--- config.mk ---
export PLATFORM = sky130hd
export DESIGN_NAME = vid_osd_text_writer
export DESIGN_NICKNAME = d
export VERILOG_FILES = /design/src/rtl/vid_osd_text_writer.sv
export SDC_FILE = /design/constraint.sdc
export NUM_CORES = 1
export LEC_CHECK = 0
export ABC_CLOCK_PERIOD_IN_PS = 3200
export BUFFER_PORTS_ARGS = -buffer_cell sky130_fd_sc_hd__buf_2
export CORE_AREA = 4 4 64 110
export DETAILED_ROUTE_END_ITERATION = 10
export DIE_AREA = 0 0 68 114
export PLACE_DENSITY = 0.71
export REMOVE_ABC_BUFFERS = 1
export SYNTH_ARGS = -nofsm -noshare
export SYNTH_HDL_FRONTEND = slang
export SYNTH_SLANG_ARGS = --single-unit
--- constraint.sdc ---
create_clock -name clk -period 3.2 [get_ports clk]
set_input_delay 0.16 -clock clk [delete_from_list [all_inputs] [get_ports clk]]
set_output_delay 0.16 -clock clk [all_outputs]
set_load 0.02 [all_outputs]
--- src/rtl/vid_osd_text_writer.sv ---
// vid_osd_text_writer
// Host-side character writer for the 64x32 OSD text plane held in GPU RAM.
// Accepts a byte stream, tracks the cursor and writes glyph codes at
// TEXT_BASE + {row, col}. Handles CR, LF, BS, whole-screen clear and the
// end-of-screen action.
// Optional feature macro: OSD_WRITER_SCROLL_EN
//   defined   : newline on the last row scrolls the buffer up one row
//   undefined : newline on the last row wraps to row 0 and blanks it
module vid_osd_text_writer #(
  parameter logic [19:0] TEXT_BASE  = 20'h01000,
  parameter int          RD_LATENCY = 2,
  parameter logic [7:0]  FILL_CHAR  = 8'h20
) (
  input  logic        clk,
  input  logic        reset_n,
  input  logic        char_in_valid,
  input  logic [7:0]  char_in_data,
  output logic        char_in_ready,
  input  logic        clear_req,
  output logic        ram_wr_ena,
  output logic [19:0] ram_addr,
  output logic [7:0]  ram_wr_data,
  input  logic [7:0]  ram_rd_data,
  output logic        busy,
  output logic [5:0]  cursor_x,
  output logic [4:0]  cursor_y
);

  localparam logic [2:0] ST_IDLE  = 3'd0;
  localparam logic [2:0] ST_CLEAR = 3'd1;
  localparam logic [2:0] ST_BLANK = 3'd2;
`ifdef OSD_WRITER_SCROLL_EN
  localparam logic [2:0] ST_SCR_RD   = 3'd3;
  localparam logic [2:0] ST_SCR_WAIT = 3'd4;
  localparam logic [2:0] ST_SCR_WR   = 3'd5;
  // SCR_WAIT lasts RD_LATENCY-1 clocks; the counter is loaded with that minus one
  localparam logic [1:0] WAIT_INIT   = (RD_LATENCY >= 2) ? 2'(RD_LATENCY - 2) : 2'd0;
`endif

  localparam logic [7:0] CODE_BS = 8'h08;
  localparam logic [7:0] CODE_LF = 8'h0A;
  localparam logic [7:0] CODE_CR = 8'h0D;

  logic [2:0]  r_state;
  logic [5:0]  r_x;
  logic [4:0]  r_y;
  logic [10:0] r_idx;       // buffer offset walked by CLEAR / BLANK / scroll
  logic        r_wr_ena;
  logic [19:0] r_addr;
  logic [7:0]  r_wr_data;
`ifdef OSD_WRITER_SCROLL_EN
  logic [1:0]  r_wait;
`endif

  logic        w_xfer;
  logic        w_ctrl;
  logic        w_newline;
  logic [10:0] w_pos;
  logic [10:0] w_pos_bs;

  assign char_in_ready = (r_state == ST_IDLE) & ~clear_req;
  assign w_xfer        = char_in_valid & char_in_ready;
  assign w_ctrl        = (char_in_data == CODE_BS) | (char_in_data == CODE_LF) |
                         (char_in_data == CODE_CR);
  // LF, or a printable character landing in the last column
  assign w_newline     = w_xfer & ((char_in_data == CODE_LF) | (~w_ctrl & (r_x == 6'd63)));
  assign w_pos         = {r_y, r_x};
  assign w_pos_bs      = {r_y, r_x - 6'd1};

  assign busy        = (r_state != ST_IDLE);
  assign ram_wr_ena  = r_wr_ena;
  assign ram_addr    = r_addr;
  assign ram_wr_data = r_wr_data;
  assign cursor_x    = r_x;
  assign cursor_y    = r_y;

`ifndef OSD_WRITER_SCROLL_EN
  // Read port and latency only matter when scrolling is built in
  logic w_unused_ok;
  assign w_unused_ok = (^ram_rd_data) ^ (RD_LATENCY > 0);
`endif

  // 11-bit offset into the text window; never leaves TEXT_BASE..TEXT_BASE+2047
  function automatic logic [19:0] f_addr(input logic [10:0] off);
    return TEXT_BASE + {9'd0, off};
  endfunction

  // Cursor tracking, FSM sequencing and the registered RAM port
  always_ff @(posedge clk or negedge reset_n) begin
    if (!reset_n) begin
      r_state   <= ST_IDLE;
      r_x       <= '0;
      r_y       <= '0;
      r_idx     <= '0;
      r_wr_ena  <= 1'b0;
      r_addr    <= '0;
      r_wr_data <= '0;
`ifdef OSD_WRITER_SCROLL_EN
      r_wait    <= '0;
`endif
    end else begin
      r_wr_ena <= 1'b0;
      case (r_state)
        ST_IDLE: begin
          if (clear_req) begin
            // clear takes priority; a same-cycle character is left for later
            r_state <= ST_CLEAR;
            r_idx   <= '0;
          end else if (w_xfer) begin
            if ((char_in_data == CODE_CR) || (char_in_data == CODE_LF)) begin
              r_x <= '0;
            end else if (char_in_data == CODE_BS) begin
              if (r_x != 6'd0) begin
                r_x       <= r_x - 6'd1;
                r_wr_ena  <= 1'b1;
                r_addr    <= f_addr(w_pos_bs);
                r_wr_data <= FILL_CHAR;
              end
            end else begin
              r_wr_ena  <= 1'b1;
              r_addr    <= f_addr(w_pos);
              r_wr_data <= char_in_data;
              r_x       <= r_x + 6'd1;   // column 63 wraps to 0
            end
            if (w_newline) begin
              if (r_y != 5'd31) begin
                r_y <= r_y + 5'd1;
              end else begin
`ifdef OSD_WRITER_SCROLL_EN
                r_state <= ST_SCR_RD;
                r_idx   <= 11'd64;
`else
                r_y     <= '0;
                r_state <= ST_BLANK;
                r_idx   <= '0;
`endif
              end
            end
          end
        end
        ST_CLEAR: begin
          r_wr_ena  <= 1'b1;
          r_addr    <= f_addr(r_idx);
          r_wr_data <= FILL_CHAR;
          r_idx     <= r_idx + 11'd1;
          if (r_idx == 11'd2047) begin
            r_state <= ST_IDLE;
            r_x     <= '0;
            r_y     <= '0;
          end
        end
        ST_BLANK: begin
          r_wr_ena  <= 1'b1;
          r_addr    <= f_addr(r_idx);
          r_wr_data <= FILL_CHAR;
          r_idx     <= r_idx + 11'd1;
          if (r_idx[5:0] == 6'd63) begin
            r_state <= ST_IDLE;
          end
        end
`ifdef OSD_WRITER_SCROLL_EN
        ST_SCR_RD: begin
          r_addr <= f_addr(r_idx);
          if (RD_LATENCY <= 1) begin
            r_state <= ST_SCR_WR;
          end else begin
            r_wait  <= WAIT_INIT;
            r_state <= ST_SCR_WAIT;
          end
        end
        ST_SCR_WAIT: begin
          if (r_wait == 2'd0) begin
            r_state <= ST_SCR_WR;
          end else begin
            r_wait <= r_wait - 2'd1;
          end
        end
        ST_SCR_WR: begin
          // read data for offset i lands one row up
          r_wr_ena  <= 1'b1;
          r_addr    <= f_addr(r_idx - 11'd64);
          r_wr_data <= ram_rd_data;
          r_idx     <= r_idx + 11'd1;
          if (r_idx == 11'd2047) begin
            r_state <= ST_BLANK;
            r_idx   <= 11'd1984;
          end else begin
            r_state <= ST_SCR_RD;
          end
        end
`endif
        default: begin
          r_state <= ST_IDLE;
        end
      endcase
    end
  end

endmodule

==> summary.txt <==
Status
  • Status: completed

STA
  • RSZ-0062 raised after global routing: no
  • Slew Limit Headroom: 0.317
  • Fin. Hold Viols: 0
  • Setup TNS: 0 ns
  • Max Clock Freq: 0.382 GHz
  • Period utilization: 0.817
  • Final Slew Violations: 0
  • Endpoints failing setup: 0
  • Clock Skew: 0.00597 ns
  • Min Hold Slack: 0.0176 ns
  • Tightest Pin Transition: 1.02 ns
  • Crit path time final: 2.61 ns

Critical path
  • Critical Path RT: 3.45 ns
  • Nature of the critical path startpoint: flop
  • CP max FO: 15
  • Crit path DAT: 2.86 ns
  • Crit end category: flop
  • Critical path class: flop to flop

Placed design
  • DP Cell Count: 443
  • Routability cong.: 0.966
  • HPWL Detailed: 5.58 mm
  • I/O Buffers: 45

Routing
  • Post-route ant nets: 0
  • Drt pass-1 iters: 4
  • WL per Instance: 16.8 um
  • Final wirelength: 7.57 mm
  • DR iter-0 viols: 158
  • Via count: 2,670
  • DRC: 0
  • Via density per instance: 5.92

Clocking
  • Worst-skew pair later-pin latency: 0.32 ns
  • # Post-CTS Setup Buffers: 0
  • H-Tree Depth: 2
  • CTS Buffer Depth: 2
  • CTS hold repair buffers: 0
  • Clk pin slew, worst setup/hold paths: 0.09 ns
  • CTS resizes: 0
  • Clk Tree Root Cell: clkbuf_8
  • Num CTS Buffers: 5
  • CTS tree: yes
  • Clock Sinks: 45

Layout
  • Area grow syn2layout: 10.9%
  • Net count, final: 402
  • Cell Count, Final, Fillers Out: 451
  • Share of cells above drive strength 1: 0.205
  • Diodes inserted: 0
  • Fill cell count: 617

Synth
  • Mapped cell area: 0.00300 mm2
  • Area leader, netlist: dfrtp_1
  • Seq/Total Area, Yosys: 0.375
  • Largest cells by area after synthesis: dfrtp_1 38%, ha_1 5.0%, nand4_1 3.5%, mux2_1 3.4%, mux2_2 3.4%
  • Main flop type after synthesis: dfrtp_1
  • Synth Instances: 330
  • FFs w/ async S/R, synth: 1.00
  • Commonest cells in the synthesized netlist: 45 x dfrtp_1, 20 x nand2_1, 20 x nor2_1, 19 x inv_1, 17 x nand4_1
  • Number of synthesized flops with an enable pin: 0
  • Avg Cell Area, Syn: 9.10 um2
  • Post-synth cell types: 63
  • Yosys top cell area share: 0.375
  • Most numerous cell in the Yosys netlist: dfrtp_1
  • FF+latch count, synth: 45
  • Yosys Warn Count: 0

Global route
  • Gr ovfl total: 0
  • Pin count of the biggest net entering global routing: 46
  • First-pass GRT wire length: 12.7 mm
  • GRT Overall Usage: 0.219
  • Initial antenna violation count: 0
  • Vias in the first global route: 2,605

Die
  • Row count: 38
  • Die X: 68 um
  • Die area: 0.00775 mm2
  • CORE AREA: 0.00618 mm2
  • DIE HEIGHT: 114 um
  • Starting density of the core: 0.486
  • IO Pins: 62

Power
  • Seq pwr share: 0.353
  • Switch share: 0.459
  • Combinational share of power: 0.502
  • Leakage: 1.53 nW
  • Peak VDD IR: 483 uV
  • Net switching power figure: 1.15 mW
  • Internal power: 1.36 mW
  • Power Density: 753 mW/mm2
  • Clk network pwr share: 0.144

Min path
  • Hold Crit Class: input port to async pin

Flow run
  • MaxCap Viol Count: 0
==> worst max-delay path: stages, from the launching register on <==
cell	delay, ns
dfrtp_1	0.42
inv_1	0.11
ha_1	0.51
nand2b_1	0.20
o31a_1	0.23
a221o_1	0.45
or4_1	0.54
o21ai_1	0.09
==> power groups by stage <==
stage	logic [mW]	clock network [mW]	registers [mW]
floorplan	0.684	0	1.05
global placement	1.23	0	0.890
detailed placement	1.26	0	0.897
CTS	1.26	0.370	0.885
global route	1.39	0.392	0.917
finish	1.26	0.362	0.886
==> metrics by stage <==
step	worst slack [ns]	utilization	instance area [um2]	power, mW
final	0.585	0.539	3330	2.51
after global routing	0.445	0.539	3330	2.70
after CTS	0.629	0.539	3330	2.52
after detailed placement	0.660	0.525	3250	2.15
after global placement	0.716	0.525	3250	2.12
after floorplan	0.528	-	2900	1.73
==> sequential cells by signal (all words and copies together), names as in the netlist <==
| name | count |
|---|---|
| cursor_x | 6 |
| ram_wr_data | 8 |
| r_state | 2 |
| r_idx | 11 |
| cursor_y | 5 |
| ram_wr_ena | 1 |
| ram_addr | 12 |
==> cell families (layout without fill, tap and decap cells) <==
group | Yosys count | after routing | synth area share
buffers and inverters | 41 | 75 | 0.0667
XOR/XNOR | 4 | 4 | 0.0117
AO/OA/AOI/OAI | 81 | 81 | 0.180
AND/OR/NAND/NOR | 127 | 127 | 0.244
flip-flops | 45 | 45 | 0.375
other | 1 | 8 | 0.00125
multiplexers | 19 | 19 | 0.0709
adder cells (fa/ha/maj) | 12 | 12 | 0.0500
==> final cells by class <==
class / instances / area, um2 / area share
Inverter: 19 / 71.3 / 0.0214
Timing Repair Buffer: 48 / 248 / 0.0744
Multi-Input combinational cell: 251 / 1700 / 0.511
Sequential cell: 45 / 1130 / 0.338
Clock inverter: 2 / 10.0 / 0.00301
Clock buffer: 6 / 72.6 / 0.0218
Tap cell: 80 / 100 / 0.0301
==> layer usage <==
layer | share of wire | GRT usage | vias up
li1 | - | - | 1287
met3 | 0.034 | 0.0335 | 24
met2 | 0.52 | 0.363 | 67
met5 | 0 | 0 | -
met4 | 0.041 | 0.121 | 0
met1 | 0.40 | 0.261 | 1292
==> layout by cell type (no fill, tap or decap), types with 3 or more instances in the layout <==
cell      count
or2_2         3
nand3_1      11
or4_1         4
o21ai_1       7
a31oi_1      11
nand2b_1      6
mux2_1        9
nor3_1       10
nand4_1      17
o21ai_0      14
nor2b_1      11
buf_4         3
buf_2        45
a21oi_1      15
dfrtp_1      45
nand3b_1      4
a211o_1       4
mux2_2        9
o211ai_1      4
conb_1        8
and3_1        8
nor2_1       20
clkbuf_8      5
xnor2_1       3
ha_1         12
inv_1        19
nand2_1      20
==> worst paths after layout <==
| kind | start | end | slack (ns) | depth (start not counted) |
|---|---|---|---|---|
| worst max-delay path | r_state[0] | cursor_x[3] | 0.59 | 7 |
| min in group clk | clear_req | r_state[0] | 0.13 | 3 |
| worst min register to register | ram_addr[12] | ram_addr[12] | 0.47 | 1 |
| worst max register to register | r_state[0] | cursor_x[3] | 0.59 | 7 |
| max in group asynchronous | reset_n | ram_addr[3] | 2.55 | 1 |
| worst min-delay path | reset_n | r_idx[9] | 0.02 | 1 |
(Power assumes the default switching activity.)
